## config.mk

```make
export PLATFORM = sky130hd
export DESIGN_NAME = butterfly_pipe_flat
export DESIGN_NICKNAME = d
export VERILOG_FILES = /design/src/rtl/butterfly_pipe_if.sv /design/src/rtl/butterfly_pipe.sv /design/src/flat_wrapper.sv
export SDC_FILE = /design/constraint.sdc
export NUM_CORES = 2
export LEC_CHECK = 0
export BUFFER_PORTS_ARGS = -buffer_cell sky130_fd_sc_hd__buf_4
export CAP_MARGIN = 5
export CORE_UTILIZATION = 25
export CTS_BUF_LIST = sky130_fd_sc_hd__clkbuf_2 sky130_fd_sc_hd__clkbuf_4 sky130_fd_sc_hd__clkbuf_8
export DETAILED_ROUTE_END_ITERATION = 7
export PLACE_DENSITY_LB_ADDON = 0.1
export SYNTH_ARGS = -nofsm -noshare
export SYNTH_HDL_FRONTEND = slang
export SYNTH_SLANG_ARGS = --single-unit
```

## constraint.sdc

```tcl
create_clock -name clk -period 22.6 [get_ports clk]
set_input_delay 1.13 -clock clk [delete_from_list [all_inputs] [get_ports clk]]
set_output_delay 1.13 -clock clk [all_outputs]
set_load 0.01 [all_outputs]
```

## src/rtl/butterfly_pipe_if.sv

```systemverilog
// rtl/butterfly_pipe_if.sv - stream and status bundle for the radix-2 butterfly pipe
//
// Parameters: W (data component bits), TW (twiddle component bits).
// Input side : in_valid/in_ready handshake, a_in, b_in, twiddle ({re, im}), mode, scale.
// Output side: out_valid/out_ready handshake, a_out, b_out ({re, im}).
// Status     : ovf (sticky saturation flag), ovf_clr (synchronous clear of ovf).
// master drives beats into the butterfly and takes results; slave is the butterfly.
interface butterfly_pipe_if #(
    parameter int W  = 16,
    parameter int TW = 16
);
    logic              in_valid;
    logic              in_ready;
    logic [2*W-1:0]    a_in;
    logic [2*W-1:0]    b_in;
    logic [2*TW-1:0]   twiddle;
    logic              mode;
    logic              scale;
    logic              out_valid;
    logic              out_ready;
    logic [2*W-1:0]    a_out;
    logic [2*W-1:0]    b_out;
    logic              ovf;
    logic              ovf_clr;

    modport master (
        output in_valid, a_in, b_in, twiddle, mode, scale, out_ready, ovf_clr,
        input  in_ready, out_valid, a_out, b_out, ovf
    );

    modport slave (
        input  in_valid, a_in, b_in, twiddle, mode, scale, out_ready, ovf_clr,
        output in_ready, out_valid, a_out, b_out, ovf
    );
endinterface

```

## src/rtl/butterfly_pipe.sv

```systemverilog
// rtl/butterfly_pipe.sv - 4-stage pipelined radix-2 complex butterfly (DIT/DIF, scale, sat/wrap)
//
// Ports: clk (rising edge), clr (asynchronous active-high reset),
//        bus (butterfly_pipe_if.slave: input beat, output beat, ovf status).
// Optional feature macro: BUTTERFLY_SAT_EN - when defined, results clamp to the W-bit
// signed range and ovf records saturation; otherwise results wrap and ovf is 0.
// Stages: S1 input regs (+ DIF sum/difference), S2 four real products,
//         S3 product combine and half-up rounding, S4 add/sub, scale, width reduction.
module butterfly_pipe #(
    parameter int W  = 16,
    parameter int TW = 16
) (
    input  logic            clk,
    input  logic            clr,
    butterfly_pipe_if.slave bus
);
    localparam int PW = W + 1 + TW;
    localparam int CW = PW + 1;
    // Rounding constant 2^(TW-2): half an LSB of the Q1.(TW-1) product.
    localparam logic signed [CW-1:0] RND = {{(W + 3){1'b0}}, 1'b1, {(TW - 2){1'b0}}};

    logic adv;

    logic signed [W-1:0]  a_re, a_im, b_re, b_im;
    logic signed [TW-1:0] w_re, w_im;
    logic signed [W:0]    sum_re, sum_im, dif_re, dif_im;

    logic                 s1_valid, s1_mode, s1_scale;
    logic signed [W-1:0]  s1_a_re, s1_a_im;
    logic signed [W:0]    s1_sum_re, s1_sum_im, s1_op_re, s1_op_im;
    logic signed [TW-1:0] s1_w_re, s1_w_im;

    logic                 s2_valid, s2_mode, s2_scale;
    logic signed [W-1:0]  s2_a_re, s2_a_im;
    logic signed [W:0]    s2_sum_re, s2_sum_im;
    logic signed [PW-1:0] s2_rr, s2_ii, s2_ri, s2_ir;

    logic signed [CW-1:0] p_re_full, p_im_full;

    logic                 s3_valid, s3_mode, s3_scale;
    logic signed [W-1:0]  s3_a_re, s3_a_im;
    logic signed [W:0]    s3_sum_re, s3_sum_im;
    logic signed [W+1:0]  s3_p_re, s3_p_im;

    logic signed [W+1:0]  pa_re, pa_im, pb_re, pb_im;
    logic signed [W+2:0]  xa_re, xa_im, xb_re, xb_im;
    // Reduced component, MSB is the "this component saturated" flag.
    logic [W:0]           r_a_re, r_a_im, r_b_re, r_b_im;

    logic                 s4_valid;
    logic [2*W-1:0]       s4_a, s4_b;

    // Optional half-up divide by two, widened so x+1 cannot overflow.
    function automatic logic signed [W+2:0] half(input logic signed [W+1:0] x, input logic s);
        logic signed [W+2:0] t;
        t = (W + 3)'(x);
        half = s ? ((t + (W + 3)'(1)) >>> 1) : t;
    endfunction

    // The whole pipe freezes only when the output beat is not being taken.
    assign adv          = !(s4_valid && !bus.out_ready);
    assign bus.in_ready = adv;
    assign bus.out_valid = s4_valid;
    assign bus.a_out    = s4_a;
    assign bus.b_out    = s4_b;

    assign a_re = bus.a_in[2*W-1:W];
    assign a_im = bus.a_in[W-1:0];
    assign b_re = bus.b_in[2*W-1:W];
    assign b_im = bus.b_in[W-1:0];
    assign w_re = bus.twiddle[2*TW-1:TW];
    assign w_im = bus.twiddle[TW-1:0];

    assign sum_re = (W + 1)'(a_re) + (W + 1)'(b_re);
    assign sum_im = (W + 1)'(a_im) + (W + 1)'(b_im);
    assign dif_re = (W + 1)'(a_re) - (W + 1)'(b_re);
    assign dif_im = (W + 1)'(a_im) - (W + 1)'(b_im);

    // Complex multiply op*W with half-up rounding back to integer scale.
    assign p_re_full = CW'(s2_rr) - CW'(s2_ii) + RND;
    assign p_im_full = CW'(s2_ri) + CW'(s2_ir) + RND;

    always_comb begin
        if (s3_mode) begin
            pa_re = (W + 2)'(s3_sum_re);
            pa_im = (W + 2)'(s3_sum_im);
            pb_re = s3_p_re;
            pb_im = s3_p_im;
        end else begin
            pa_re = (W + 2)'(s3_a_re) + s3_p_re;
            pa_im = (W + 2)'(s3_a_im) + s3_p_im;
            pb_re = (W + 2)'(s3_a_re) - s3_p_re;
            pb_im = (W + 2)'(s3_a_im) - s3_p_im;
        end
        xa_re = half(pa_re, s3_scale);
        xa_im = half(pa_im, s3_scale);
        xb_re = half(pb_re, s3_scale);
        xb_im = half(pb_im, s3_scale);
    end

`ifdef BUTTERFLY_SAT_EN
    localparam logic signed [W+2:0] SMAX = {4'b0000, {(W - 1){1'b1}}};
    localparam logic signed [W+2:0] SMIN = {4'b1111, {(W - 1){1'b0}}};

    function automatic logic [W:0] clamp(input logic signed [W+2:0] x);
        if (x > SMAX)      clamp = {1'b1, SMAX[W-1:0]};
        else if (x < SMIN) clamp = {1'b1, SMIN[W-1:0]};
        else               clamp = {1'b0, x[W-1:0]};
    endfunction

    logic ovf_q;
    logic sat_any;

    assign r_a_re  = clamp(xa_re);
    assign r_a_im  = clamp(xa_im);
    assign r_b_re  = clamp(xb_re);
    assign r_b_im  = clamp(xb_im);
    assign sat_any = r_a_re[W] | r_a_im[W] | r_b_re[W] | r_b_im[W];

    // Set has priority over ovf_clr so a saturation in the clearing cycle is not lost.
    always_ff @(posedge clk or posedge clr) begin
        if (clr)                           ovf_q <= 1'b0;
        else if (adv && s3_valid && sat_any) ovf_q <= 1'b1;
        else if (bus.ovf_clr)              ovf_q <= 1'b0;
    end
    assign bus.ovf = ovf_q;
`else
    logic unused_wrap;

    assign r_a_re      = {1'b0, xa_re[W-1:0]};
    assign r_a_im      = {1'b0, xa_im[W-1:0]};
    assign r_b_re      = {1'b0, xb_re[W-1:0]};
    assign r_b_im      = {1'b0, xb_im[W-1:0]};
    assign unused_wrap = ^{bus.ovf_clr, r_a_re[W], r_a_im[W], r_b_re[W], r_b_im[W],
                           xa_re[W+2:W], xa_im[W+2:W], xb_re[W+2:W], xb_im[W+2:W]};
    assign bus.ovf     = 1'b0;
`endif

    logic unused_rnd;
    assign unused_rnd = ^{p_re_full[CW-1], p_re_full[TW-2:0], p_im_full[CW-1], p_im_full[TW-2:0]};

    always_ff @(posedge clk or posedge clr) begin
        if (clr) begin
            s1_valid  <= 1'b0; s1_mode  <= 1'b0; s1_scale <= 1'b0;
            s1_a_re   <= '0;   s1_a_im  <= '0;
            s1_sum_re <= '0;   s1_sum_im <= '0;
            s1_op_re  <= '0;   s1_op_im <= '0;
            s1_w_re   <= '0;   s1_w_im  <= '0;
            s2_valid  <= 1'b0; s2_mode  <= 1'b0; s2_scale <= 1'b0;
            s2_a_re   <= '0;   s2_a_im  <= '0;
            s2_sum_re <= '0;   s2_sum_im <= '0;
            s2_rr     <= '0;   s2_ii    <= '0; s2_ri <= '0; s2_ir <= '0;
            s3_valid  <= 1'b0; s3_mode  <= 1'b0; s3_scale <= 1'b0;
            s3_a_re   <= '0;   s3_a_im  <= '0;
            s3_sum_re <= '0;   s3_sum_im <= '0;
            s3_p_re   <= '0;   s3_p_im  <= '0;
            s4_valid  <= 1'b0;
            s4_a      <= '0;   s4_b     <= '0;
        end else if (adv) begin
            // S1: DIF multiplies A-B, DIT multiplies B; pick the operand here.
            s1_valid  <= bus.in_valid;
            s1_mode   <= bus.mode;
            s1_scale  <= bus.scale;
            s1_a_re   <= a_re;
            s1_a_im   <= a_im;
            s1_sum_re <= sum_re;
            s1_sum_im <= sum_im;
            s1_op_re  <= bus.mode ? dif_re : (W + 1)'(b_re);
            s1_op_im  <= bus.mode ? dif_im : (W + 1)'(b_im);
            s1_w_re   <= w_re;
            s1_w_im   <= w_im;
            // S2
            s2_valid  <= s1_valid;
            s2_mode   <= s1_mode;
            s2_scale  <= s1_scale;
            s2_a_re   <= s1_a_re;
            s2_a_im   <= s1_a_im;
            s2_sum_re <= s1_sum_re;
            s2_sum_im <= s1_sum_im;
            s2_rr     <= PW'(s1_op_re) * PW'(s1_w_re);
            s2_ii     <= PW'(s1_op_im) * PW'(s1_w_im);
            s2_ri     <= PW'(s1_op_re) * PW'(s1_w_im);
            s2_ir     <= PW'(s1_op_im) * PW'(s1_w_re);
            // S3: keep bits [TW-1 +: W+2], i.e. arithmetic shift right by TW-1.
            s3_valid  <= s2_valid;
            s3_mode   <= s2_mode;
            s3_scale  <= s2_scale;
            s3_a_re   <= s2_a_re;
            s3_a_im   <= s2_a_im;
            s3_sum_re <= s2_sum_re;
            s3_sum_im <= s2_sum_im;
            s3_p_re   <= p_re_full[TW-1 +: W+2];
            s3_p_im   <= p_im_full[TW-1 +: W+2];
            // S4
            s4_valid  <= s3_valid;
            s4_a      <= {r_a_re[W-1:0], r_a_im[W-1:0]};
            s4_b      <= {r_b_re[W-1:0], r_b_im[W-1:0]};
        end
    end
endmodule

```

## src/flat_wrapper.sv

```systemverilog
// flat-port wrapper written by rule: the top's interface ports become plain ports
module butterfly_pipe_flat 
#(
    parameter int W  = 16,
    parameter int TW = 16
)
  (clk, clr, bus_in_valid, bus_a_in, bus_b_in, bus_twiddle, bus_mode, bus_scale, bus_out_ready, bus_ovf_clr, bus_in_ready, bus_out_valid, bus_a_out, bus_b_out, bus_ovf);
  butterfly_pipe_if #(.W(W), .TW(TW)) bus_i ();
  input  logic clk;
  input  logic clr;
  input wire logic [$bits(bus_i.in_valid)-1:0] bus_in_valid;
  input wire logic [$bits(bus_i.a_in)-1:0] bus_a_in;
  input wire logic [$bits(bus_i.b_in)-1:0] bus_b_in;
  input wire logic [$bits(bus_i.twiddle)-1:0] bus_twiddle;
  input wire logic [$bits(bus_i.mode)-1:0] bus_mode;
  input wire logic [$bits(bus_i.scale)-1:0] bus_scale;
  input wire logic [$bits(bus_i.out_ready)-1:0] bus_out_ready;
  input wire logic [$bits(bus_i.ovf_clr)-1:0] bus_ovf_clr;
  output wire logic [$bits(bus_i.in_ready)-1:0] bus_in_ready;
  output wire logic [$bits(bus_i.out_valid)-1:0] bus_out_valid;
  output wire logic [$bits(bus_i.a_out)-1:0] bus_a_out;
  output wire logic [$bits(bus_i.b_out)-1:0] bus_b_out;
  output wire logic [$bits(bus_i.ovf)-1:0] bus_ovf;
  assign bus_i.in_valid = bus_in_valid;
  assign bus_i.a_in = bus_a_in;
  assign bus_i.b_in = bus_b_in;
  assign bus_i.twiddle = bus_twiddle;
  assign bus_i.mode = bus_mode;
  assign bus_i.scale = bus_scale;
  assign bus_i.out_ready = bus_out_ready;
  assign bus_i.ovf_clr = bus_ovf_clr;
  assign bus_in_ready = bus_i.in_ready;
  assign bus_out_valid = bus_i.out_valid;
  assign bus_a_out = bus_i.a_out;
  assign bus_b_out = bus_i.b_out;
  assign bus_ovf = bus_i.ovf;
  butterfly_pipe #(.W(W), .TW(TW)) u_core (.clk(clk), .clr(clr), .bus(bus_i));
endmodule
```

==> flow_summary.yaml <==
worst_setup_path:
  crit_start: "u_core.s1_op_im[6]"
  cp_max_fo: 24
  reg2reg_from: "u_core.s1_op_im[6]"
  ff2ff_setup_slack_ns: 14.53
  slowest_stage: "nor4bb_1"
  required_ns: 23.28
  cp_common_cell: "fa_1"
  start_kind: "flop"
  crit_chain: "buf_4 > nand2_1 > fa_1 > inv_1 > fa_1 > inv_1 > fa_1 > inv_1 > fa_1 > fa_1 > inv_1 > fa_1 > inv_1 > ha_1 > and3_1 > nor4bb_1 > o211ai_1 > a211oi_1 > nor2_1 > a21oi_1 > mux2i_1 > nand4_1"
  crit_path_end: "u_core.s2_ir[31]"
  cp_data_arrival_time_ns: 8.75
  cp-end-kind: "flop"
  r2r-end: "u_core.s2_ir[31]"
  r2r_cells: 22
  path_class: "reg -> reg"
  max_stage_delay_ns: 0.82
synthesis:
  ys_warn_count: 0
  syn_avg_cell_area_um2: 8.72
  yosys.cell_types.count: 107
  yosysTopAreaCell: "fa_1"
  synthTopCellsByArea: "fa_1, dfrtp_1, ha_1, nand2_1, inv_1"
  syn-num-nets: 9828
  synth_compound_area_share_pct: 9.94
  synthFlopType: "dfrtp_1"
  synth-simple-area-share_pct: 17.9
  synth_xor_area_share_pct: 2.94
  synth-adder-area-share_pct: 41.3
  synth-edff-count: 0
  synth_area_um2: 70300
  synthCells: 8059
  ys_seq_area_share_pct: 17.8
  synth.top_cell.area_share_pct: 31.0
  muxShareOfSynthArea_pct: 0.516
  yosys_register_bits: 500
  async_reset_ff_share_pct: 100
  synth_top_family_by_area: "adder cells"
routing:
  wire_per_inst_um: 19.6
  drt-pass1-iter-count: 8
  route.detailed.drc: 28
  vias_per_cell: 4.47
  routed_wl_um: 233000
  ant_nets: 0
  drtIter0Drc: 2987
  vias: 53000
sta:
  skew_ns: 0.141
  final_max_slew_viol_count: 0
  rsz0062_at_grt: "false"
  slew_headroom_pct: 23.1
  setup_viol: 0
  fmax_mhz: 124
  period_share_pct: 35.7
  worstMarginPinSlew_ns: 1.14
  fin_ws_ns: 14.53
  hold_viol: 0
  min_period_ns: 8.07
  setup_tns_ns: 0
cts:
  clock_sinks: 500
  cts_tree: "built"
  cts_resized: 0
  clk_latency_ns: 0.94
  ctsHoldBuffers: 0
  cts_root_buffer: "clkbuf_8"
  clk_pin_slew_ns: 0.07
  clk_path_buf_depth: 4
  cts_made_buffers: 113
  post-cts-setup-buffers: 0
  cts_max_level: 3
global_routing:
  grt_pass1_vias: 56200
  grt_max_degree: 154
  track_usage_pct: 16.7
  grt_overflow_total: 0
  antenna_found_initial: 15
  grt_first_pass_wirelength_um: 360000
place:
  gp_congestion: 0.845
  pre_cts_ws_ns: 14.70
  portBuffers: 167
  hpwl_um: 174000
  post_dp_cell_area_um2: 75500
status:
  status: "complete, but fails checks"
  violations: "design-rule violations"
cells_and_area:
  area_growth_pct: 11.0
  layout-drive-gt1-share_pct: 6.67
  fin_nets: 9808
  fin_area_um2: 78100
die:
  dieArea_um2: 283000
  initial_utilization_pct: 25.1
  io_pins: 170
  die_h_um: 532
  die_w_um: 532
  rows: 194
  coreArea_um2: 280000
hold_path:
  hp-class: "in -> async"
run:
  drv_cap: 0
-- stage by stage --
step / std cells / hold slack [ns] / utilization (%)
floorplan: 8059 / 0.430 / -
global placement: 11600 / 0.444 / 27.0
finish: 11900 / 0.324 / 27.9
CTS: 11800 / 0.248 / 27.9
global route: 11900 / 0.312 / 27.9
detailed placement: 11600 / 0.446 / 27.0
-- cell usage after synthesis, types with 43 or more instances --
cell type,number
nand2_1,1479
inv_1,1369
fa_1,1088
ha_1,578
and2_1,509
dfrtp_1,500
clkbuf_1,364
nor2_1,331
o21ai_0,301
a21oi_1,297
xnor2_1,165
nor3_1,78
nand3_1,71
xor2_1,71
a21o_1,68
nand2b_1,50
a31oi_1,49
a211oi_1,48
o21a_1,48
o31ai_1,48
nor2b_1,43
-- per-layer routing --
metal	wire length (um)	vias to the layer above	GRT usage (%)	share of wire, %
li1	-	25100	-	-
met1	116000	26900	24.4	50
met2	104000	834	26.3	45
met3	8370	198	1.71	3.6
met4	4930	4	3.59	2.1
met5	27	-	0	0.012
-- cell usage in the layout (no fill, tap or decap), drive strengths merged, types with 36 or more instances in the layout --
| master | count |
|---|---|
| a211oi | 52 |
| a21o | 68 |
| a21oi | 299 |
| a31oi | 51 |
| and2 | 509 |
| buf | 270 |
| clkbuf | 175 |
| dfrtp | 500 |
| fa | 1088 |
| ha | 578 |
| inv | 1376 |
| nand2 | 1481 |
| nand2b | 50 |
| nand3 | 72 |
| nor2 | 332 |
| nor2b | 43 |
| nor3 | 80 |
| o21a | 48 |
| o21ai | 312 |
| o21bai | 36 |
| o31ai | 50 |
| xnor2 | 165 |
| xor2 | 71 |
-- area by class of cell --
cell class                      instances  area, um^2
Antenna cell                            3        7.51
Clock buffer                          175        2200
Clock inverter                         26         405
Fill cell                           30200      202000
Inverter                             1376        5180
Multi-Input combinational cell       5778       51100
Sequential cell                       500       12500
Tap cell                             3724        4660
Timing Repair Buffer                  270        2050
-- worst max-delay path: cells and delay by family (launching register included) --
kind / cells / cell delay [ns]
flops: 1 / 0.75
mux: 1 / 0.21
simple gates: 5 / 1.50
compound gates: 3 / 1.20
buf+inv: 6 / 0.79
fa+ha+maj: 7 / 3.33
-- kinds of logic after synthesis --
group                    after synthesis
XOR/XNOR                             236
multiplexers                          35
AO/OA/AOI/OAI                       1101
buffers and inverters               1781
AND/OR/NAND/NOR                     2739
flip-flops                           500
other                                  1
adder cells (fa/ha/maj)             1666
-- registers in the layout, indices dropped and copies added (netlist names), 32 cells and up --
| signal | cells |
|---|---|
| u_core.s2_ri | 32 |
| u_core.bus.b_out | 32 |
| u_core.bus.a_out | 32 |
| u_core.s2_ii | 32 |
| u_core.s2_rr | 32 |
| u_core.s2_ir | 32 |
-- how the worst min path moves through the flow --
stage                                 endpoint  cells past startpoint  slack, ns
after floorplan                u_core.s2_rr[0]                      2       0.43
after global placement         u_core.s3_valid                      2       0.44
after detailed placement  u_core.bus.out_valid                      1       0.45
after CTS                  u_core.s1_sum_re[7]                      2       0.25
after global routing       u_core.s1_sum_re[7]                      2       0.31
final                      u_core.s1_sum_re[7]                      2       0.32
Power is not shown: default switching activity piles up to over one toggle a cycle in this logic, so the estimate is an artifact.
